### config.mk
export PLATFORM = sky130hd
export DESIGN_NAME = subsystem_fetch
export DESIGN_NICKNAME = d
export VERILOG_FILES = /design/src/rtl/subsystem_fetch.sv
export SDC_FILE = /design/constraint.sdc
export NUM_CORES = 1
export LEC_CHECK = 0
export CORE_ASPECT_RATIO = 0.6
export CORE_MARGIN = 3
export CORE_UTILIZATION = 42
export DETAILED_ROUTE_END_ITERATION = 7
export GPL_TIMING_DRIVEN = 1
export PLACE_DENSITY = 0.69
export SKIP_CTS_REPAIR_TIMING = 1
export SLEW_MARGIN = 25
export SYNTH_ARGS = -nofsm -noshare
export SYNTH_HDL_FRONTEND = slang
export SYNTH_SLANG_ARGS = --single-unit
### constraint.sdc
create_clock -name CLK -period 4.76 [get_ports CLK]
set_input_delay 0.952 -clock CLK [delete_from_list [all_inputs] [get_ports CLK]]
set_output_delay 0.952 -clock CLK [all_outputs]
set_load 0.1 [all_outputs]
### src/rtl/subsystem_fetch.sv
// subsystem_fetch: single-outstanding instruction fetch feeding decode through a 2-entry queue
module subsystem_fetch #(
    parameter int DATA_W = 16,
    parameter int ADDR_W = 16
) (
    input  logic              CLK,
    input  logic              reset,
    input  logic [ADDR_W-1:0] pc,
    input  logic              redirect,
    output logic              pc_enable,
    output logic              imem_req,
    output logic [ADDR_W-1:0] imem_addr,
    input  logic              imem_ack,
    input  logic [DATA_W-1:0] imem_rdata,
    output logic              inst_valid,
    input  logic              inst_ready,
    output logic [DATA_W-1:0] inst,
    output logic [ADDR_W-1:0] inst_pc
);
    typedef enum logic [2:0] {IDLE, ISSUE, WAIT, DRAIN, FULL} state_t;

    state_t            state_q, state_d;
    logic [ADDR_W-1:0] addr_q;
    logic              req_q;
    logic [1:0]        count_q, count_d;
    logic              rd_q;
    logic [DATA_W-1:0] data_q [2];
    logic [ADDR_W-1:0] pcs_q [2];
    logic              push, pop, wr_idx;

    assign inst_valid = count_q != 2'd0;
    assign pop        = inst_valid && inst_ready && !redirect;
    assign push       = state_q == WAIT && imem_ack && !redirect;
    assign pc_enable  = redirect || (state_q == WAIT && imem_ack);
    assign count_d    = redirect ? 2'd0 : count_q + {1'b0, push} - {1'b0, pop};
    assign wr_idx     = rd_q ^ count_q[0];
    assign imem_req   = req_q;
    assign imem_addr  = addr_q;
    assign inst       = data_q[rd_q];
    assign inst_pc    = pcs_q[rd_q];

    // Next fetch state; a stale request left in flight by a redirect is always drained first
    always_comb begin
        state_d = state_q;
        unique case (state_q)
            IDLE:    state_d = ISSUE;
            ISSUE:   state_d = redirect ? ISSUE : WAIT;
            WAIT:    state_d = imem_ack ? ((redirect || count_d != 2'd2) ? ISSUE : FULL)
                                        : (redirect ? DRAIN : WAIT);
            DRAIN:   state_d = imem_ack ? ISSUE : DRAIN;
            FULL:    state_d = (pop || redirect) ? ISSUE : FULL;
            default: state_d = IDLE;
        endcase
    end

    // FSM state, latched request address and registered request strobe
    always_ff @(posedge CLK or negedge reset) begin
        if (!reset) begin
            state_q <= IDLE;
            addr_q  <= '0;
            req_q   <= 1'b0;
        end else begin
            state_q <= state_d;
            req_q   <= state_d == WAIT || state_d == DRAIN;
            if (state_q == ISSUE && !redirect) addr_q <= pc;
        end
    end

    // Two-entry circular queue; entries are never cleared, only count gates validity
    always_ff @(posedge CLK or negedge reset) begin
        if (!reset) begin
            count_q <= 2'd0;
            rd_q    <= 1'b0;
            for (int i = 0; i < 2; i++) begin
                data_q[i] <= '0;
                pcs_q[i]  <= '0;
            end
        end else begin
            count_q <= count_d;
            if (pop) rd_q <= ~rd_q;
            if (push) begin
                data_q[wr_idx] <= imem_rdata;
                pcs_q[wr_idx]  <= addr_q;
            end
        end
    end
endmodule

Word level (Yosys, flattened, before mapping)
Cells that the tools add are included.
{"block": "word_totals", "register_bits": 87, "inputBits": 37, "out_inout_bits": 51, "word_cells": 56}
{"block": "classes", "addsub": 2, "magnitude_cmp": 3, "eq_ne": 7, "n_mux": 18, "bitwise": 4, "n_reduce_logical": 13}
{"cell": "$mux W16", "n": 7}
{"cell": "$bwmux W32", "n": 2}
{"cell": "$demux W16 S1", "n": 1}
{"cell": "$pmux W3 S5", "n": 1}
{"cell": "$eq A3 B2 Y1 const B", "n": 4}
{"cell": "$mux W3", "n": 3}
{"cell": "$logic_and A1 B1 Y1", "n": 6}
{"cell": "$mux W2", "n": 3}
{"cell": "$ge A2 B2 Y1 const B", "n": 2}
{"cell": "$logic_or A1 B1 Y1", "n": 4}
{"cell": "$not A1 Y2", "n": 2}
{"cell": "$eq A3 B1 Y1 const B", "n": 1}
{"cell": "$eq A3 B3 Y1 const B", "n": 1}
{"cell": "$logic_not A3 Y1", "n": 1}
{"cell": "$add A2 B1 Y2", "n": 1}
{"cell": "$lt A2 B1 Y1 const B", "n": 1}
{"cell": "$ne A2 B2 Y1 const B", "n": 1}
{"cell": "$reduce_bool A2 Y1", "n": 1}
{"cell": "$sub A2 B1 Y2", "n": 1}
{"cell": "$logic_not A1 Y1", "n": 1}
{"cell": "$mux W1", "n": 1}
{"cell": "$not A1 Y1", "n": 1}
{"cell": "$xor A1 B1 Y1", "n": 1}

Longest topological paths before layout
Gate-level depths: netlist of run 1.
{"block": "depth", "depth_word": 13, "depth_mapped": 9, "ltp_nobuf": 8}

Least setup slack after synthesis of run 1
OpenSTA, ideal clock, no wires.
{"block": "synth_path", "path_kind": "input port to output port", "start": "input redirect", "end": "output pc_enable", "arrival_time_ps": 1815, "t_required_ps": 3808, "path_slack_ps": 1993, "cell_stages": 3, "n_path_buf": 1, "cell_sequence": "clkbuf_8 > inv_1 > nand2_1"}
{"block": "synth_via", "elab_chain_cells": 1}
{"item": "start: declaration", "line_no": "9", "text": "input logic redirect,"}
{"item": "$logic_or A1 B1 Y1", "line_no": "34", "text": "assign pc_enable = redirect || (state_q == WAIT && imem_ack);"}
{"item": "end: declaration", "line_no": "10", "text": "output logic pc_enable,"}
Every way passes these cells.

Final worst setup path of run 1
Ends and elaborated chain as after synthesis.

==> results.json, run 1 <==
{
  "status": "completed",
  "dr.pass1.iters": 4,
  "io_pins": 88,
  "synth.distinct_cells": 28,
  "layout-drive-gt1-share_pct": 51.5,
  "cts_inserted_buffers": 9,
  "critical_path.max_fanout": 9,
  "final_max_slew_viol_count": 0,
  "holdWs_ps": 499,
  "syn_nets": 282,
  "tightest_slew_ps": 978,
  "grt_max_degree": 55,
  "endpoint": "pc_enable",
  "r2r_end": "pcs_q[26]$_DFFE_PN0P_",
  "clockBufferDepth": 2,
  "grt-ovfl-total": 0,
  "worstSetupStartpointType": "input pin",
  "antenna_found_initial": 0,
  "grt_pass1_wl_um": 12800,
  "min_period_over_period_pct": 67.1,
  "grt_use_total_pct": 16.1,
  "rrSetupSlack_ps": 1920,
  "row_count": 26,
  "path_clk_slew_ps": 60,
  "tns_ps": 0,
  "start_util_pct": 44.7,
  "slew_headroom_pct": 34.6,
  "synthCells": 243,
  "diodes": 0,
  "core_area_sq_um": 8780,
  "drtIter0Drc": 96,
  "cts-root-buf": "clkbuf_16",
  "dieWidth_um": 131,
  "avgSynthCellArea_sq_um": 16.1,
  "htree_levels": 3,
  "layout_setup_ws_ps": 1560,
  "place.gp.congestion": 0.769,
  "dp_cells": 434,
  "min_path_type": "reg2reg",
  "synth_top_area_share_pct": 55.5,
  "area.growth.synth_to_final_pct": 29.8,
  "nets": 372,
  "dieArea_sq_um": 10600,
  "cts.sink_count": 87,
  "drt_wl_total_um": 7880,
  "die-height_um": 80.9,
  "wl_per_cell_um": 17.5,
  "finClkSkew_ps": 7.54,
  "io_buffers": 87,
  "synth-seq-cells": 87,
  "synth_area_sq_um": 3920,
  "clock.fmax_mhz": 313,
  "crit_arrival_ps": 2240,
  "drv_cap": 0,
  "setup_violations": 0,
  "required_ps": 3810,
  "stdcell_count": 450,
  "avgViaCountPerCell": 5.08,
  "crit_start": "redirect",
  "critPathKind": "in2out",
  "rsz0062_at_grt": "false",
  "min_from": "pcs_q[14]$_DFFE_PN0P_",
  "hold_viol": 0,
  "ant_nets": 0,
  "r2r_start": "rd_q$_DFFE_PN0P_",
  "grt_pass1_vias": 2420,
  "synth_top_area_cell": "dfrtp_1",
  "min_period_ps": 3200,
  "pre_cts_slack_ps": 1310,
  "endpoint_kind": "primary output",
  "cts_tree": "yes",
  "ys_seq_area_share_pct": 55.5,
  "insertion_delay_ps": 340,
  "reg2reg_depth": 4,
  "synthTopCellsByArea": "dfrtp_1 (56%), mux2_2 (24%), mux2_4 (11%), buf_12 (1.5%), clkbuf_8 (0.70%)",
  "dp_hpwl_um": 5230,
  "vias": 2284,
  "synth.yosys.warnings": 0,
  "drc": 0
}
-- cell type report --
| class | instances | area (sq um) |
|---|---|---|
| fillers | 725 | 3690 |
| clock inverters | 7 | 96.3 |
| inverters | 4 | 15.0 |
| well taps | 112 | 140 |
| multi-input cells | 139 | 1610 |
| repair buffers | 92 | 823 |
| flip-flops and latches | 87 | 2180 |
| clock buffers | 9 | 225 |
-- per-layer routing --
metal	global-route usage [%]	part of all wire [%]	vias to the layer above
li1	-	-	1054
met5	0	0	-
met3	7.88	7.9	5
met2	22.4	41	63
met4	3.08	0.70	0
met1	23.0	51	1162
-- cells in the final DEF (no fill, tap or decap), types with 2 or more instances in the layout --
master	netlist	layout
buf_4	0	39
nand2_1	2	2
clkbuf_16	0	9
clkdlybuf4s50_1	0	53
mux2_4	30	30
bufinv_16	0	2
mux2_2	82	82
xor2_1	2	2
nand4_1	2	2
dfrtp_1	87	87
a31o_2	2	2
inv_1	4	4
ha_1	2	2
clkinv_2	0	2
or2_2	2	2
nor2_1	3	3
clkinv_4	0	2
-- critical path, stage by stage --
cell and delay, ps:
clkdlybuf4s50_1 690, inv_1 200, nand2_1 110, buf_4 290
-- per-stage QoR --
| step | instance area (sq um) | util [%] |
|---|---|---|
| finish | 5090 | 57.9 |
| global placement | 4770 | 54.3 |
| global route | 5090 | 57.9 |
| floorplan | 3920 | - |
| CTS | 5090 | 57.9 |
| detailed placement | 4770 | 54.3 |
-- kinds of logic (layout without fill, tap and decap cells) --
kind of cell    Yosys count  count (layout)  synth area share [%]
mux                     112             112                  35.0
buf+inv                  17             112                  3.60
simple gates             15              15                  2.74
fa+ha+maj                 2               2                 0.638
compound gates            7               7                  1.47
flops                    87              87                  55.5
xor+xnor                  3               3                  1.02
-- state kept, by name, summed over array words and instances (netlist names) --
name / cells
data_q: 32
pcs_q: 32
imem_addr: 16
state_q: 3
count_q: 2
imem_req: 1
rd_q: 1
-- cells in the mapped netlist, drive strengths merged --
cell / instances
o21bai: 1
inv: 4
nor3b: 1
o41ai: 1
nor2: 3
a311oi: 1
nor4b: 2
a31o: 2
nand2: 2
or4b: 1
mux2: 112
ha: 2
a32o: 1
or2: 2
buf: 5
nand4: 2
xnor3: 1
o21ai: 1
nor2b: 1
xor2: 2
nand3: 1
clkbuf: 8
dfrtp: 87
-- how the worst min path moves through the flow --
stage | slack [ps] | to | cells past startpoint
after detailed placement | 490 | pcs_q[14]$_DFFE_PN0P_ | 1
final | 500 | pcs_q[14]$_DFFE_PN0P_ | 1
after global placement | 480 | data_q[9]$_DFFE_PN0P_ | 1
after floorplan | 470 | data_q[15]$_DFFE_PN0P_ | 1
after global routing | 510 | data_q[10]$_DFFE_PN0P_ | 1
after CTS | 500 | pcs_q[14]$_DFFE_PN0P_ | 1
Power of run 1 is not shown: default switching activity piles up to over one toggle a cycle in this logic, so the estimate is an artifact.
==> run 2: changes to the inputs <==
==> constraint.sdc (replaced) <==
create_clock -name CLK -period 3.1 [get_ports CLK]
set_input_delay 0.62 -clock CLK [delete_from_list [all_inputs] [get_ports CLK]]
set_output_delay 0.62 -clock CLK [all_outputs]
set_load 0.1 [all_outputs]
==> run 2 against run 1 <==
Compared with the run above: routed wire length decreased by 0.51%; die area is the same; global-route usage barely moved; register-to-register slack got worse by 1100 ps; via count is 0.61% lower; worst hold slack got worse by 180 ps; cell count up 0.67%; core utilization grew 4.1 points; worst setup slack worse by 970 ps; non-clock buffer count is 3 higher; count of clock-buffer cells in the layout rose by 4; cell area rose by 7.1%; critical endpoint is now state_q[2]$_DFF_PN0_; highest routed layer unchanged.
==> results.json, run 2 (same netlist as run 1, synthesis figures left out) <==
{
  "clock.fmax_mhz": 399,
  "dieArea_sq_um": 10600,
  "cts-root-buf": "clkbuf_16",
  "cts_tree": "yes",
  "ant_nets": 0,
  "r2r_end": "state_q[2]$_DFF_PN0_",
  "crit_arrival_ps": 2710,
  "grt_max_degree": 88,
  "place.gp.congestion": 0.762,
  "final_common_cell": "dfrtp_1",
  "min_period_ps": 2510,
  "critPathKind": "in2reg",
  "crit_start": "redirect",
  "insertion_delay_ps": 330,
  "cts.sink_count": 87,
  "clockBufferDepth": 2,
  "path_clk_slew_ps": 60,
  "grt-ovfl-total": 0,
  "nets": 375,
  "antenna_found_initial": 0,
  "reg2reg_depth": 7,
  "finClkSkew_ps": 6.50,
  "wl_per_cell_um": 17.3,
  "rrSetupSlack_ps": 850,
  "endpoint_kind": "flop",
  "core_area_sq_um": 8780,
  "dp_hpwl_um": 5340,
  "final_max_slew_viol_count": 0,
  "worstSetupStartpointType": "input pin",
  "cts_inserted_buffers": 9,
  "die-height_um": 80.9,
  "min_period_over_period_pct": 80.9,
  "grt_pass1_vias": 2511,
  "rsz0062_at_grt": "false",
  "layout_setup_ws_ps": 593,
  "area.growth.synth_to_final_pct": 38.9,
  "final_cell_mix": "dfrtp_1 (87), mux2_2 (82), clkdlybuf4s50_1 (35), buf_12 (34), mux2_4 (30)",
  "drtIter0Drc": 109,
  "drv_cap": 0,
  "start_util_pct": 44.7,
  "min_path_type": "in2async",
  "holdWs_ps": 323,
  "dr.pass1.iters": 4,
  "setup_violations": 0,
  "hold_viol": 0,
  "io_buffers": 87,
  "htree_levels": 3,
  "slew_headroom_pct": 70.1,
  "row_count": 26,
  "pre_cts_slack_ps": 241,
  "diodes": 0,
  "io_pins": 88,
  "dieWidth_um": 131,
  "layout-drive-gt1-share_pct": 56.6,
  "status": "completed",
  "required_ps": 3300,
  "vias": 2270,
  "avgViaCountPerCell": 5.01,
  "drt_wl_total_um": 7840,
  "endpoint": "state_q[2]$_DFF_PN0_",
  "r2r_start": "count_q[0]$_DFF_PN0_",
  "grt_use_total_pct": 16.1,
  "critical_path.max_fanout": 9,
  "tns_ps": 0,
  "tightest_slew_ps": 443,
  "drc": 0,
  "grt_pass1_wl_um": 13000
}
run 2: changes by cell type in the layout (fill, tap and decap cells not counted):
cell / previous run / this run
buf_12: 0 / 34
clkinv_4: 2 / 0
clkinvlp_4: 0 / 1
clkdlybuf4s50_1: 53 / 35
clkbuf_8: 0 / 2
inv_6: 1 / 0
bufinv_16: 2 / 0
clkbuf_1: 0 / 2
buf_4: 39 / 26
run 2: worst min-delay path by stage:
| stage | startpoint | to | slack [ps] | depth (start not counted) |
|---|---|---|---|---|
| global route | reset | state_q[2]$_DFF_PN0_ | 350 | 2 |
| floorplan | reset | count_q[0]$_DFF_PN0_ | 320 | 0 |
| detailed placement | data_q[3]$_DFFE_PN0P_ | data_q[3]$_DFFE_PN0P_ | 490 | 1 |
| CTS | reset | count_q[1]$_DFF_PN0_ | 330 | 2 |
| global placement | data_q[10]$_DFFE_PN0P_ | data_q[10]$_DFFE_PN0P_ | 480 | 1 |
| finish | reset | state_q[2]$_DFF_PN0_ | 320 | 2 |
run 2: cell type report:
cell class,count,area [sq um]
clock buffer,13,260
inverter,4,15.0
multi-input combinational,139,1610
tap,112,140
timing repair buffer,95,1230
fill,654,3330
sequential,87,2180
clock inverter,3,17.5
run 2: metrics by stage:
stage | cell area (sq um) | std cells | util [%]
5_1_grt | 5450 | 453 | 62.0
4_1_cts | 5450 | 453 | 62.0
6_report | 5450 | 453 | 62.0
2_1_floorplan | 3920 | 243 | -
3_3_place_gp | 5170 | 437 | 58.9
3_5_place_dp | 5170 | 437 | 58.9
run 2: per-layer routing:
layer	up-vias	share of wire (%)	global-route usage, %
met5	-	0	0
met4	0	1.0	4.93
met3	9	8.5	6.83
met2	65	43	23.3
met1	1138	48	22.1
li1	1058	-	-
run 2: worst max-delay path, stage by stage:
cell	delay, ps
clkdlybuf4s50_1	690
inv_1	190
nand3_1	130
ha_1	230
inv_1	60
ha_1	140
xnor3_1	250
o41ai_1	400
Power of run 2 is left out for the same reason.
